[config.mk]
export PLATFORM = sky130hd
export DESIGN_NAME = sopc_bus_ctrl
export DESIGN_NICKNAME = d
export VERILOG_FILES = /design/src/rtl/sopc_pkg.sv /design/src/rtl/sopc_bus_decoder.sv /design/src/rtl/sopc_bus_ctrl.sv
export SDC_FILE = /design/constraint.sdc
export NUM_CORES = 1
export LEC_CHECK = 0
export BUFFER_PORTS_ARGS = -buffer_cell sky130_fd_sc_hd__buf_4
export CELL_PAD_IN_SITES_DETAIL_PLACEMENT = 0
export CELL_PAD_IN_SITES_GLOBAL_PLACEMENT = 1
export CORE_ASPECT_RATIO = 0.75
export CORE_MARGIN = 2
export CORE_UTILIZATION = 34
export CTS_CLUSTER_SIZE = 20
export DETAILED_ROUTE_END_ITERATION = 12
export PLACE_DENSITY_LB_ADDON = 0.1
export SYNTH_ARGS = -nofsm -noshare
export SYNTH_HDL_FRONTEND = slang
export SYNTH_SLANG_ARGS = --single-unit
[constraint.sdc]
create_clock -name clk -period 3.6 [get_ports clk]
set_input_delay 0.54 -clock clk [delete_from_list [all_inputs] [get_ports clk]]
set_output_delay 0.54 -clock clk [all_outputs]
set_load 0.05 [all_outputs]
[src/rtl/sopc_pkg.sv]
// Shared types, default parameters and the address-to-slave helper used by the
// SOPC memory bus controller and its decoder.
package sopc_pkg;

  typedef enum logic [1:0] {
    IDLE = 2'd0,
    BUSY = 2'd1,
    DONE = 2'd2,
    ERR  = 2'd3
  } bus_state_t;

  localparam int ADDR_W_DEF  = 32;
  localparam int DATA_W_DEF  = 32;
  localparam int N_SLV_DEF   = 4;
  localparam int SEL_W_DEF   = 2;
  localparam int TIMEOUT_DEF = 15;
  localparam int CNT_W       = 8;
  localparam int MAX_ADDR_W  = 64;

  // Top sel_w bits of an addr_w-wide address; the caller zero-extends to MAX_ADDR_W.
  function automatic logic [31:0] slv_index(input logic [MAX_ADDR_W-1:0] addr,
                                            input int addr_w, input int sel_w);
    return 32'(addr >> (addr_w - sel_w)) & ((32'd1 << sel_w) - 32'd1);
  endfunction

endpackage

[src/rtl/sopc_bus_decoder.sv]
// Combinational address decoder: slave index, in-range flag and one-hot select.
module sopc_bus_decoder
  import sopc_pkg::*;
#(
  parameter int ADDR_W = ADDR_W_DEF,
  parameter int N_SLV  = N_SLV_DEF,
  parameter int SEL_W  = SEL_W_DEF
) (
  input  logic [ADDR_W-1:0] addr_i,
  output logic [SEL_W-1:0]  idx_o,
  output logic              valid_o,
  output logic [N_SLV-1:0]  onehot_o
);

  logic [31:0] idx_full;

  assign idx_full = slv_index(MAX_ADDR_W'(addr_i), ADDR_W, SEL_W);
  assign idx_o    = idx_full[SEL_W-1:0];
  assign valid_o  = idx_full < 32'(N_SLV);
  // Out-of-range indices must never select a slave.
  assign onehot_o = valid_o ? (N_SLV'(1) << idx_full) : '0;

endmodule

[src/rtl/sopc_bus_ctrl.sv]
// Memory-bus controller between one OpenMIPS memory port and N_SLV slaves:
// address decode, req/ack handshake with timeout, pipeline stall and error report.
module sopc_bus_ctrl
  import sopc_pkg::*;
#(
  parameter int ADDR_W  = ADDR_W_DEF,
  parameter int DATA_W  = DATA_W_DEF,
  parameter int N_SLV   = N_SLV_DEF,
  parameter int SEL_W   = SEL_W_DEF,
  parameter int TIMEOUT = TIMEOUT_DEF
) (
  input  logic                    clk,
  input  logic                    rst,
  input  logic                    m_ce_i,
  input  logic                    m_we_i,
  input  logic [ADDR_W-1:0]       m_addr_i,
  input  logic [DATA_W/8-1:0]     m_sel_i,
  input  logic [DATA_W-1:0]       m_data_i,
  output logic [DATA_W-1:0]       m_data_o,
  output logic                    m_stall_o,
  output logic                    m_err_o,
  output logic [N_SLV-1:0]        s_cyc_o,
  output logic                    s_we_o,
  output logic [ADDR_W-1:0]       s_addr_o,
  output logic [DATA_W/8-1:0]     s_sel_o,
  output logic [DATA_W-1:0]       s_data_o,
  input  logic [N_SLV*DATA_W-1:0] s_data_i,
  input  logic [N_SLV-1:0]        s_ack_i
);

  bus_state_t            state_q, state_d;
  logic [CNT_W-1:0]      cnt_q, cnt_d;
  logic [SEL_W-1:0]      idx_q, idx_d;
  logic                  abort_q, abort_d;
  logic [N_SLV-1:0]      cyc_q, cyc_d;
  logic                  we_q, we_d;
  logic [ADDR_W-1:0]     addr_q, addr_d;
  logic [DATA_W/8-1:0]   sel_q, sel_d;
  logic [DATA_W-1:0]     wdata_q, wdata_d;
  logic [DATA_W-1:0]     rdata_q, rdata_d;
  logic                  err_q, err_d;

  logic [SEL_W-1:0]      dec_idx;
  logic                  dec_valid;
  logic [N_SLV-1:0]      dec_onehot;
  logic                  ack_hit;
  logic                  timeout_hit;
  logic                  discard;

  sopc_bus_decoder #(
    .ADDR_W(ADDR_W),
    .N_SLV (N_SLV),
    .SEL_W (SEL_W)
  ) u_decoder (
    .addr_i  (m_addr_i),
    .idx_o   (dec_idx),
    .valid_o (dec_valid),
    .onehot_o(dec_onehot)
  );

  assign ack_hit     = s_ack_i[idx_q];
  assign timeout_hit = cnt_q == CNT_W'(TIMEOUT - 1);
  // A flushed access (ce dropped at any point in BUSY) finishes silently.
  assign discard     = abort_q | ~m_ce_i;

  always_ff @(posedge clk or negedge rst) begin
    if (!rst) begin
      state_q <= IDLE;
      cnt_q   <= '0;
      idx_q   <= '0;
      abort_q <= 1'b0;
      cyc_q   <= '0;
      we_q    <= 1'b0;
      addr_q  <= '0;
      sel_q   <= '0;
      wdata_q <= '0;
      rdata_q <= '0;
      err_q   <= 1'b0;
    end else begin
      state_q <= state_d;
      cnt_q   <= cnt_d;
      idx_q   <= idx_d;
      abort_q <= abort_d;
      cyc_q   <= cyc_d;
      we_q    <= we_d;
      addr_q  <= addr_d;
      sel_q   <= sel_d;
      wdata_q <= wdata_d;
      rdata_q <= rdata_d;
      err_q   <= err_d;
    end
  end

  always_comb begin
    state_d = state_q;
    case (state_q)
      IDLE: if (m_ce_i) state_d = dec_valid ? BUSY : ERR;
      BUSY: begin
        if (ack_hit || timeout_hit) begin
          if (discard)      state_d = IDLE;
          else if (ack_hit) state_d = DONE;
          else              state_d = ERR;
        end
      end
      default: state_d = IDLE;
    endcase
  end

  // Registered outputs are computed from the upcoming state so they line up with it.
  always_comb begin
    cnt_d   = '0;
    idx_d   = idx_q;
    abort_d = 1'b0;
    cyc_d   = '0;
    we_d    = we_q;
    addr_d  = addr_q;
    sel_d   = sel_q;
    wdata_d = wdata_q;
    rdata_d = '0;
    err_d   = state_d == ERR;
    case (state_q)
      IDLE: begin
        if (state_d == BUSY) begin
          idx_d   = dec_idx;
          cyc_d   = dec_onehot;
          we_d    = m_we_i;
          addr_d  = m_addr_i;
          sel_d   = m_sel_i;
          wdata_d = m_data_i;
        end
      end
      BUSY: begin
        if (state_d == BUSY) begin
          cnt_d   = cnt_q + CNT_W'(1);
          cyc_d   = cyc_q;
          abort_d = abort_q | ~m_ce_i;
        end
      end
      default: ;
    endcase
    if (state_d == DONE && !we_q) rdata_d = s_data_i[idx_q*DATA_W +: DATA_W];
  end

  assign m_stall_o = rst & m_ce_i & ((state_q == IDLE) | (state_q == BUSY));
  assign m_data_o  = rdata_q;
  assign m_err_o   = err_q;
  assign s_cyc_o   = cyc_q;
  assign s_we_o    = we_q;
  assign s_addr_o  = addr_q;
  assign s_sel_o   = sel_q;
  assign s_data_o  = wdata_q;

endmodule

Yosys cells after proc, flatten, opt, wreduce, memory -nomap -nowiden --
Index checks and enable logic that the tools add are counted.
Storage, ports and cells: flip-flop bits (word level) 119, word-level logic and storage cells 49, output and inout port bits 107, bits of input ports 204
Cells by class: muxes and demuxes 17, shifts and indexed selects 2, $lt $le $gt $ge 2, equality and inequality tests 6, add/sub/neg operators 1, bitwise gates (word level) 5, reductions and logical operators 5
Operator list (count):
- 128-bit by 8-bit variable part select with 32-bit output | 1
- 32-bit two-way mux | 1
- 8-bit two-way mux | 2
- 4-bit two-way mux | 3
- 8-bit by 1-bit adder with 8-bit output, second input constant | 1
- 8-bit by 4-bit == test with 1-bit output, second input constant | 1
- 2-bit two-way mux | 4
- 4-bit one-hot mux with 2 select lines | 1
- 2-bit by 3-bit less-than comparator with 1-bit output, second input constant | 2
- 2-bit by 1-bit == test with 1-bit output, second input constant | 2
- 2-bit == test, second input constant | 2
- 1-bit two-way mux | 4
- 2-bit one-hot mux with 2 select lines | 1
- 1-bit by 2-bit left shift with 4-bit output, first input constant | 1
- 1-bit AND | 2
- 1-bit binary-select mux with 2-bit select | 1
- 2-bit logical NOT | 1
- 2-bit inequality test, second input constant | 1
- 1-bit OR | 2
- 2-bit AND reduction | 1
- 1-bit logical AND | 1
- 1-bit logical NOT | 1
- 1-bit logical OR | 1
- 1-bit NOT | 1

Depth between registers and ports, before layout --
Gate-level depths: netlist of the first run.
depth in word-level cells 9, depth in mapped cells 6, depth with buffers taken out 5

Hierarchy --
A second synthesis of the first run with hierarchy kept.
Second synthesis, totals: cell total of the unflattened synthesis 340, area, all modules 5520.3 um^2
Modules (own cells, without submodules):
- sopc_bus_ctrl | instances 1, area an instance 5467.7 um^2, cells an instance 332
- sopc_bus_decoder | instances 1, area an instance 52.6 um^2, cells an instance 8

Worst setup path after synthesis of the first run --
Ideal clock, no wire load.
kind reg2reg, from register idx_q[0], to register cyc_q[0] (netlist: s_cyc_o[0]), slack 1.569 ns, data required time 3.499 ns, stages on the path, launching flop included 6, arrival 1.930 ns, library setup time 0.101 ns, period minus slack after synthesis 2.031 ns, cells stage by stage dfrtp_1 buf_6 mux4_2 a211o_1 buf_6 o32ai_1
Between the ends: longest elaborated chain between the ends 9
RTL lines:
- start: declaration | RTL line sopc_bus_ctrl.sv:33 | logic [SEL_W-1:0] idx_q, idx_d;
- start signal: assignment | RTL line sopc_bus_ctrl.sv:82 | idx_q <= idx_d;
- 1-bit binary-select mux with 2-bit select * | RTL line sopc_bus_ctrl.sv:61 | assign ack_hit = s_ack_i[idx_q];
- 1-bit two-way mux (not written as such) * | RTL line sopc_bus_ctrl.sv:61
- 1-bit two-way mux | RTL line sopc_bus_ctrl.sv:101 | else if (ack_hit) state_d = DONE;
- 2-bit two-way mux | RTL line sopc_bus_ctrl.sv:100 | if (discard) state_d = IDLE;
- 2-bit two-way mux * | RTL line sopc_bus_ctrl.sv:99 | if (ack_hit || timeout_hit) begin
- 2-bit one-hot mux with 2 select lines * | RTL line sopc_bus_ctrl.sv:96 | case (state_q)
- 2-bit by 1-bit == test with 1-bit output * | RTL line sopc_bus_ctrl.sv:123, sopc_bus_ctrl.sv:133
- 4-bit two-way mux | RTL line sopc_bus_ctrl.sv:123 | if (state_d == BUSY) begin
- 4-bit one-hot mux with 2 select lines | RTL line sopc_bus_ctrl.sv:121 | case (state_q)
- end signal: assignment | RTL line sopc_bus_ctrl.sv:84 | cyc_q <= cyc_d;
- end: declaration | RTL line sopc_bus_ctrl.sv:35 | logic [N_SLV-1:0] cyc_q, cyc_d;
Every way passes the cells marked *; elsewhere a longest branch is shown, timed or not. The select of a mux whose other input is x is not followed. A chain may end at the register's enable or synchronous reset.

==> results of run 1 <==
[flip-flops by register name, summed over array words and instances (netlist names)]
register	cells
m_data_o	32
s_data_o	32
s_addr_o	30
cnt_q	8
s_cyc_o	4
s_sel_o	4
idx_q	2
state_q	2
abort_q	1
m_err_o	1
s_we_o	1
[synth_stat cells (all sizes together)]
| cell | number |
|---|---|
| a211o | 1 |
| a21oi | 4 |
| and3b | 1 |
| and4b | 1 |
| buf | 9 |
| clkbuf | 18 |
| dfrtp | 117 |
| ha | 2 |
| inv | 6 |
| mux4 | 33 |
| nand2 | 209 |
| nand2b | 2 |
| nand3 | 5 |
| nand4 | 1 |
| nand4bb | 1 |
| nor2 | 6 |
| nor2b | 33 |
| nor3 | 2 |
| nor3b | 1 |
| o21ai | 4 |
| o22ai | 2 |
| o311ai | 1 |
| o32ai | 1 |
| or3 | 3 |
| or3b | 2 |
| xnor2 | 1 |
| xor2 | 2 |
[power groups by stage]
stage / sequential [W] / combinational (W) / clock, W
finish: 0.00202 / 0.00376 / 0.00187
global route: 0.00208 / 0.00399 / 0.00198
CTS: 0.00202 / 0.00381 / 0.00191
detailed placement: 0.00204 / 0.00381 / 0
global placement: 0.00203 / 0.00376 / 0
floorplan: 0.00352 / 0.00114 / 0
[critical path, cell delays in order (launching register included)]
cell and delay (ns):
dfrtp_2 0.38, buf_4 0.51, buf_4 0.31
[path summary, 6_finish.rpt]
check,endpoint,slack (ns),cells after the start,startpoint
min,s_cyc_o[0]$_DFFE_PN0P_,0.25,2,rst
max in group asynchronous,cnt_q[4]$_DFF_PN0_,2.02,3,rst
max reg2reg,s_cyc_o[3]$_DFFE_PN0P_,1.58,4,idx_q[1]$_DFFE_PN0P_
min reg2reg,s_sel_o[0]$_DFFE_PN0P_,0.47,2,s_sel_o[0]$_DFFE_PN0P_
max,s_addr_o[30],1.44,2,idx_q[0]$_DFFE_PN0P_
min in group clk,s_we_o$_DFFE_PN0P_,0.32,3,m_we_i
[layout by cell type (no fill, tap or decap), types with 4 or more instances in the layout]
master       n
dfrtp_1    116
bufinv_16    5
mux4_2      33
nor2_1       6
inv_1        6
nor2b_1     33
clkbuf_16   17
nand2_1    209
clkbuf_8     4
buf_4      317
o21ai_0      4
nand3_1      5
a21oi_1      4
[final cells by class]
type | count | share of cell area (%)
Sequential cell | 117 | 35.4
Timing Repair Buffer | 317 | 28.8
Multi-Input combinational cell | 318 | 24.5
Clock buffer | 23 | 5.90
Tap cell | 200 | 3.03
Clock inverter | 9 | 2.09
Inverter | 6 | 0.272
[routing by layer]
metal,track usage [%],wire length (um),vias up
li1,-,-,2150
met1,22.9,6220,2142
met2,32.5,8050,173
met3,8.48,1380,20
met4,7.14,299,0
met5,0,0,-
[per-stage QoR]
stage | instances | setup slack, ns | utilization [%] | hold WS (ns)
after floorplan | 468 | 1.57 | - | 0.244
after global placement | 958 | 1.58 | 52.3 | 0.460
after detailed placement | 958 | 1.52 | 52.3 | 0.464
after CTS | 990 | 1.36 | 56.8 | 0.290
after global routing | 990 | 1.30 | 56.8 | 0.312
final | 990 | 1.44 | 56.8 | 0.251
[cell families (layout without fill, tap and decap cells)]
| kind of cell | after synthesis | in the layout | share of synthesized area (%) |
|---|---|---|---|
| multiplexers | 33 | 33 | 14.6 |
| adder cells (fa/ha/maj) | 2 | 2 | 0.491 |
| XOR/XNOR | 3 | 3 | 0.516 |
| flip-flops | 117 | 117 | 57.5 |
| buffers and inverters | 33 | 355 | 2.90 |
| AO/OA/AOI/OAI | 13 | 13 | 1.67 |
| AND/OR/NAND/NOR | 267 | 267 | 22.4 |
==> flow_metrics.tcl, run 1 <==
set metrics [dict create \
    drt_iter0_markers 157 \
    setup_tns_ns 0 \
    routabilityCongestion 0.772 \
    synth_top_cell_by_area "dfrtp_1" \
    p_sw_share_pct 43.2 \
    num_vias 4485 \
    die_x_um 145 \
    finalMaxSlewViolations 0 \
    seq_area_um2 2930 \
    slew_headroom_pct 46.4 \
    grt_pass1_wl_mm 24.0 \
    synth_top_area_share_pct 57.5 \
    power_density_nw_per_um2 925 \
    syn_area_um2 5100 \
    comb_power_share_pct 49.2 \
    ant_nets 0 \
    cts-resized-gates 0 \
    dpl.hpwl_mm 12.3 \
    syn2layout_area_growth_pct 62.2 \
    viasPerCell 4.53 \
    cts.sinks 117 \
    final_cell_area_um2 8270 \
    cts_tree "yes" \
    io_pins 311 \
    layout-drive-gt1-share_pct 48.6 \
    grt_overflow 0 \
    cts_setup_buffers 0 \
    cts-buffers-inserted 17 \
    ir_drop_uv 471 \
    die-height_um 110 \
    cts_max_level 4 \
    setup-violations-final 0 \
    antenna_cells 0 \
    floorplan.initialDensity_pct 35.0 \
    postPlaceCellArea_um2 7610 \
    synth.yosys.seq_area_share_pct 57.5 \
    io_buffers 310 \
    fin_crit_ns 2.16 \
    hold_buffers 0 \
    worstPathArrival_ns 1.62 \
    fillCellCount 1292 \
    multiInputGateArea_um2 2030 \
    die_area_um2 16000 \
    critPathLaunchType "flop" \
    fmax_mhz 463 \
    p_clk_share_pct 24.5 \
    antenna_found_initial 0 \
    grt_pass1_vias 4579 \
    yosysUniqueCellTypes 32 \
    synth_nets 674 \
    switching_power_w 0.00330 \
    finalCritPeriodShare_pct 60.0 \
    fin_nets 983 \
    p_leak_nw 4.33 \
    synth_area_leaders "dfrtp_1 57%, nand2_1 15%, mux4_2 15%, nor2b_1 4.1%, clkbuf_1 1.3%" \
    clock_path_buffers 2 \
    critPathKind "flop to primary output" \
    post_drt_wl_per_cell_um 16.1 \
    power_w 0.00765 \
    required_ns 3.06 \
    hold_class "input pin to async pin" \
    path_max_fanout 34 \
    worstMarginPinSlew_ns 0.804 \
    syn_avg_cell_area_um2 10.9 \
    seqPwrFrac_pct 26.3 \
    end_kind "primary output" \
    insertion_delay_ns 0.41 \
    maxCapViolCount 0 \
    grt_use_total_pct 19.6 \
    ys_ff_latch 117 \
    core_area_um2 14500 \
    wl_mm 16.0 \
    drt-pass1-iter-count 6 \
    num_rows 38 \
    rsz0062_at_grt "no" \
    route.detailed.drc 0 \
    finalHoldViolCount 0 \
    ys.warnings.count 0 \
    clock_skew_ns 0.0119 \
    p_int_w 0.00435 \
    grt_max_degree 67 \
    status "finished, final reports clean" \
    cts.clk_slew.worst_paths_ns 0.06 \
    synthCells 468 \
    cts_root_buf "clkbuf_16" \
]
No activity file was read; power rests on OpenSTA's default activity.
==> run 2: changes to the inputs <==
--- a/config.mk
+++ b/config.mk
@@ -10,7 +10,7 @@
 export CELL_PAD_IN_SITES_GLOBAL_PLACEMENT = 1
 export CORE_ASPECT_RATIO = 0.75
 export CORE_MARGIN = 2
-export CORE_UTILIZATION = 34
+export CORE_UTILIZATION = 31
 export CTS_CLUSTER_SIZE = 20
 export DETAILED_ROUTE_END_ITERATION = 12
 export PLACE_DENSITY_LB_ADDON = 0.1
==> constraint.sdc (replaced) <==
create_clock -name clk -period 2.2 [get_ports clk]
set_input_delay 0.33 -clock clk [delete_from_list [all_inputs] [get_ports clk]]
set_output_delay 0.33 -clock clk [all_outputs]
set_load 0.05 [all_outputs]
==> run 2 against run 1 <==
Final area rose by 0.39%. Utilization fell by 5.2 points. Via count grew 1.1%. Critical endpoint is now s_addr_o[31]. Critical path depth did not move. Flip-flop and latch count unchanged. Sequential power grew 64%. Sequential share of layout area fell by 0.14 points. Count of clock-buffer cells in the layout fell by 1. Power is 64% higher. Global-route usage shrank 0.75 points. Clock skew fell by 0.0062 ns. Hold slack got worse by 0.17 ns.
==> flow_metrics.tcl, run 2 (synthesized netlist as in run 1, its figures left out) <==
set metrics [dict create \
    fmax_mhz 552 \
    routabilityCongestion 0.780 \
    fin_nets 984 \
    p_leak_nw 4.34 \
    post_drt_wl_per_cell_um 16.3 \
    io_buffers 310 \
    critPathKind "flop to primary output" \
    reg2reg_to "s_cyc_o[1]$_DFFE_PN0P_" \
    setup-violations-final 0 \
    cts-resized-gates 0 \
    power_density_nw_per_um2 1520 \
    finalHoldViolCount 0 \
    fin_crit_ns 1.81 \
    cts_max_level 4 \
    layout_commonest_cell "buf_4" \
    route.detailed.drc 0 \
    cts_tree "yes" \
    drt-pass1-iter-count 4 \
    wl_mm 16.3 \
    power_w 0.0126 \
    fin_util_pct 51.7 \
    clock_path_buffers 2 \
    ir_drop_uv 777 \
    critPathLaunchType "flop" \
    num_rows 40 \
    core_area_um2 16100 \
    drt_iter0_markers 189 \
    finalMaxSlewViolations 0 \
    worstPathArrival_ns 1.48 \
    hold_class "input pin to async pin" \
    num_vias 4534 \
    grt_overflow 0 \
    cts_root_buf "clkbuf_16" \
    floorplan.initialDensity_pct 31.7 \
    insertion_delay_ns 0.41 \
    fin_cells 1000 \
    cts_setup_buffers 0 \
    grt_pass1_wl_mm 25.2 \
    hold_buffers 0 \
    end_kind "primary output" \
    rsz0062_at_grt "no" \
    viasPerCell 4.53 \
    clock_skew_ns 0.00564 \
    die_area_um2 17500 \
    cts-buffers-inserted 17 \
    finalCritPeriodShare_pct 82.3 \
    die_x_um 152 \
    path_max_fanout 34 \
    layout-drive-gt1-share_pct 48.6 \
    ff2ff_setup_slack_ns 0.43 \
    antenna_found_initial 0 \
    ant_nets 0 \
    io_pins 311 \
    syn2layout_area_growth_pct 62.9 \
    worstMarginPinSlew_ns 0.780 \
    dpl.hpwl_mm 12.6 \
    grt_use_total_pct 18.8 \
    antenna_cells 0 \
    cts.sinks 117 \
    cts.clk_slew.worst_paths_ns 0.06 \
    setup_tns_ns 0 \
    status "finished, final reports clean" \
    reg2reg_depth 3 \
    grt_max_degree 71 \
    slew_headroom_pct 48.0 \
    layout_common_cells "316 x buf_4, 209 x nand2_1, 116 x dfrtp_1" \
    r2r_start "idx_q[0]$_DFFE_PN0P_" \
    grt_pass1_vias 4699 \
    place_inst 969 \
    die-height_um 115 \
    maxCapViolCount 0 \
    required_ns 1.87 \
]
-- run 2: metal layers --
layer  GRT usage [%]  routed length (um)  vias to the layer above
li1                -                   -                     2158
met1            22.0                6400                     2149
met2            31.3                8130                      202
met3            7.58                1440                       25
met4            7.60                 343                        0
met5               0                   0                        -
-- run 2: critical path, stage by stage (launching register included) --
cell     delay (ns)
dfrtp_1        0.37
buf_4          0.41
buf_4          0.28
-- run 2: worst max-delay path by stage --
stage	from	endpoint	cells past startpoint
after global placement	s_ack_i[3]	s_cyc_o[1]$_DFFE_PN0P_	4
after CTS	idx_q[1]$_DFFE_PN0P_	s_addr_o[31]	2
after global routing	cnt_q[0]$_DFF_PN0_	state_q[0]$_DFF_PN0_	5
final	idx_q[1]$_DFFE_PN0P_	s_addr_o[31]	2
after detailed placement	s_ack_i[3]	state_q[0]$_DFF_PN0_	4
after floorplan	idx_q[0]$_DFFE_PN0P_	s_cyc_o[0]$_DFFE_PN0P_	5
-- run 2: cell type report --
class | count | area [um^2]
tap | 210 | 263
fill | 1441 | 7760
clock buffer | 22 | 474
timing repair buffer | 318 | 2410
inverter | 6 | 22.5
clock inverter | 9 | 174
multi-input combinational | 318 | 2030
sequential | 117 | 2930
-- run 2: metrics by stage --
| step | cell area [um^2] | hold slack [ns] | setup WS, ns |
|---|---|---|---|
| after floorplan | 5100 | 0.0344 | 0.169 |
| after global placement | 7650 | 0.458 | 0.466 |
| after detailed placement | 7650 | 0.463 | 0.420 |
| after CTS | 8300 | 0.0881 | 0.359 |
| after global routing | 8300 | 0.0925 | 0.269 |
| final | 8300 | 0.0847 | 0.389 |
-- run 2: power by group --
part,internal (W),leakage (nW),switching (W)
Combinational,0.00214,2.50,0.00408
Clock,0.00209,0.320,0.000958
Sequential,0.00290,1.51,0.000415
==> run 3: changes to the inputs <==
--- a/config.mk
+++ b/config.mk
@@ -10,7 +10,7 @@
 export CELL_PAD_IN_SITES_GLOBAL_PLACEMENT = 1
 export CORE_ASPECT_RATIO = 0.75
 export CORE_MARGIN = 2
-export CORE_UTILIZATION = 31
+export CORE_UTILIZATION = 28
 export CTS_CLUSTER_SIZE = 20
 export DETAILED_ROUTE_END_ITERATION = 12
 export PLACE_DENSITY_LB_ADDON = 0.1
==> constraint.sdc (replaced) <==
create_clock -name clk -period 1.6 [get_ports clk]
set_input_delay 0.24 -clock clk [delete_from_list [all_inputs] [get_ports clk]]
set_output_delay 0.24 -clock clk [all_outputs]
set_load 0.05 [all_outputs]
==> run 3 against run 2 <==
Via count rose by 1.1%. Combinational power rose by 43%. Critical path type is now flop to flop. Hold slack got worse by 0.063 ns. Sequential share of layout area fell by 0.49 points. Largest power group unchanged.
==> flow_metrics.tcl, run 3 (synthesized netlist as in run 1, its figures left out) <==
set metrics [dict create \
    status "finished, final reports clean" \
    num_vias 4585 \
    clock_path_buffers 2 \
    ant_nets 0 \
    num_rows 42 \
    die_x_um 160 \
    grt_max_degree 118 \
    layout_commonest_cell "buf_4" \
    cpLargestDelayFamily "simple AND/OR/NAND/NOR gates" \
    required_ns 1.94 \
    whs_ns 0.0217 \
    floorplan.initialDensity_pct 28.7 \
    post_drt_wl_per_cell_um 16.0 \
    end_kind "flop" \
    worstPathArrival_ns 1.94 \
    critPathKind "flop to flop" \
    drt-pass1-iter-count 4 \
    drt_iter0_markers 262 \
    power_density_nw_per_um2 2000 \
    fin_crit_ns 1.60 \
    finalMaxSlewViolations 0 \
    worstMarginPinSlew_ns 0.620 \
    setup-violations-final 0 \
    finalCritPeriodShare_pct 100 \
    p_leak_nw 4.36 \
    viasPerCell 4.39 \
    antenna_cells 0 \
    wl_mm 16.7 \
    cts.clk_slew.worst_paths_ns 0.06 \
    layout_common_cells "318 x buf_4, 209 x nand2_1, 115 x dfrtp_1" \
    seq_area_um2 2930 \
    route.detailed.drc 0 \
    grt_pass1_wl_mm 25.7 \
    hold_class "input pin to flop" \
    cts_setup_buffers 0 \
    dpl.hpwl_mm 12.6 \
    multiInputGateArea_um2 2050 \
    grt_use_total_pct 17.5 \
    insertion_delay_ns 0.41 \
    cts.sinks 117 \
    critPathLaunchType "flop" \
    grt_pass1_vias 4740 \
    syn2layout_area_growth_pct 65.3 \
    power_w 0.0168 \
    cts_max_level 4 \
    cts_tree "yes" \
    layout-drive-gt1-share_pct 50.2 \
    io_buffers 310 \
    crit_path_max_incr_delay_ns 0.41 \
    path_max_fanout 32 \
    antenna_found_initial 0 \
    setup_tns_ns 0 \
    slowest_stage "dfrtp_2" \
    finalHoldViolCount 0 \
    routabilityCongestion 0.819 \
    maxCapViolCount 0 \
    grt_overflow 0 \
    crit_chain "mux4_2 -> or3b_4 -> buf_12 -> nor2b_2" \
    fin_nets 996 \
    crit_buf_inv 1 \
    core_area_um2 17800 \
    die_area_um2 19300 \
    die-height_um 121 \
    cts-buffers-inserted 17 \
    fmax_mhz 625 \
    cts_root_buf "clkbuf_16" \
    fillCellCount 1735 \
    ir_drop_uv 844 \
    rsz0062_at_grt "yes" \
    slew_headroom_pct 58.6 \
    clock_skew_ns 0.00602 \
    io_pins 311 \
]
==> run 3: path summary, 6_finish.rpt <==
kind / startpoint / cells past startpoint / endpoint / slack (ns)
setup / recovery: idx_q[0]$_DFFE_PN0P_ / 4 / m_data_o[20]$_DFF_PN0_ / 0.0002
hold / removal: m_addr_i[19] / 3 / s_addr_o[19]$_DFFE_PN0P_ / 0.02
setup reg to reg: idx_q[0]$_DFFE_PN0P_ / 4 / m_data_o[20]$_DFF_PN0_ / 0.0002
hold reg to reg: s_data_o[5]$_DFFE_PN0P_ / 2 / s_data_o[5]$_DFFE_PN0P_ / 0.47
max in group asynchronous: rst / 3 / idx_q[0]$_DFFE_PN0P_ / 0.57
min in group asynchronous: rst / 3 / s_addr_o[19]$_DFFE_PN0P_ / 0.57
==> run 3: per-layer routing <==
| layer | global-route usage [%] | part of all wire (%) |
|---|---|---|
| met1 | 20.3 | 39 |
| met2 | 29.1 | 50 |
| met3 | 7.27 | 9.1 |
| met4 | 6.81 | 2.4 |
| met5 | 0 | 0 |
==> run 3: report_power, final <==
| part | switching (W) | total (W) | internal, W | leakage (nW) |
|---|---|---|---|---|
| Clock | 0.00130 | 0.00337 | 0.00207 | 0.254 |
| Combinational | 0.00568 | 0.00890 | 0.00322 | 2.60 |
| Sequential | 0.000554 | 0.00454 | 0.00399 | 1.51 |
==> run 3: layout make-up <==
class                      instances  share of cell area (%)
multi-input combinational        318                    24.4
clock buffer                      22                    5.63
inverter                           6                   0.267
tap                              242                    3.60
clock inverter                     9                   0.654
sequential                       117                    34.8
timing repair buffer             330                    30.7
==> run 3: worst register-to-register path: cells and delay by family, from the launching register on <==
family,cells,cell delay (ns)
buf+inv,1,0.18
mux,1,0.39
flops,1,0.41
simple gates,2,0.55
==> run 3: per-stage QoR <==
stage,std cells,utilization [%],setup WS (ns),instance area [um^2]
global placement,1010,44.0,0.0408,7820
finish,1044,47.4,0.000198,8420
floorplan,468,-,-0.246,5110
CTS,1044,47.2,0.000452,8390
detailed placement,1010,44.0,0.00161,7820
global route,1044,47.4,-0.0636,8420
==> run 3: timing repair <==
item	in CTS	in global routing
hold buffers	3	0
gates cloned	0	0
setup endpoints to repair	5	44
hold endpoints to repair	119	0
resized for setup	3	12
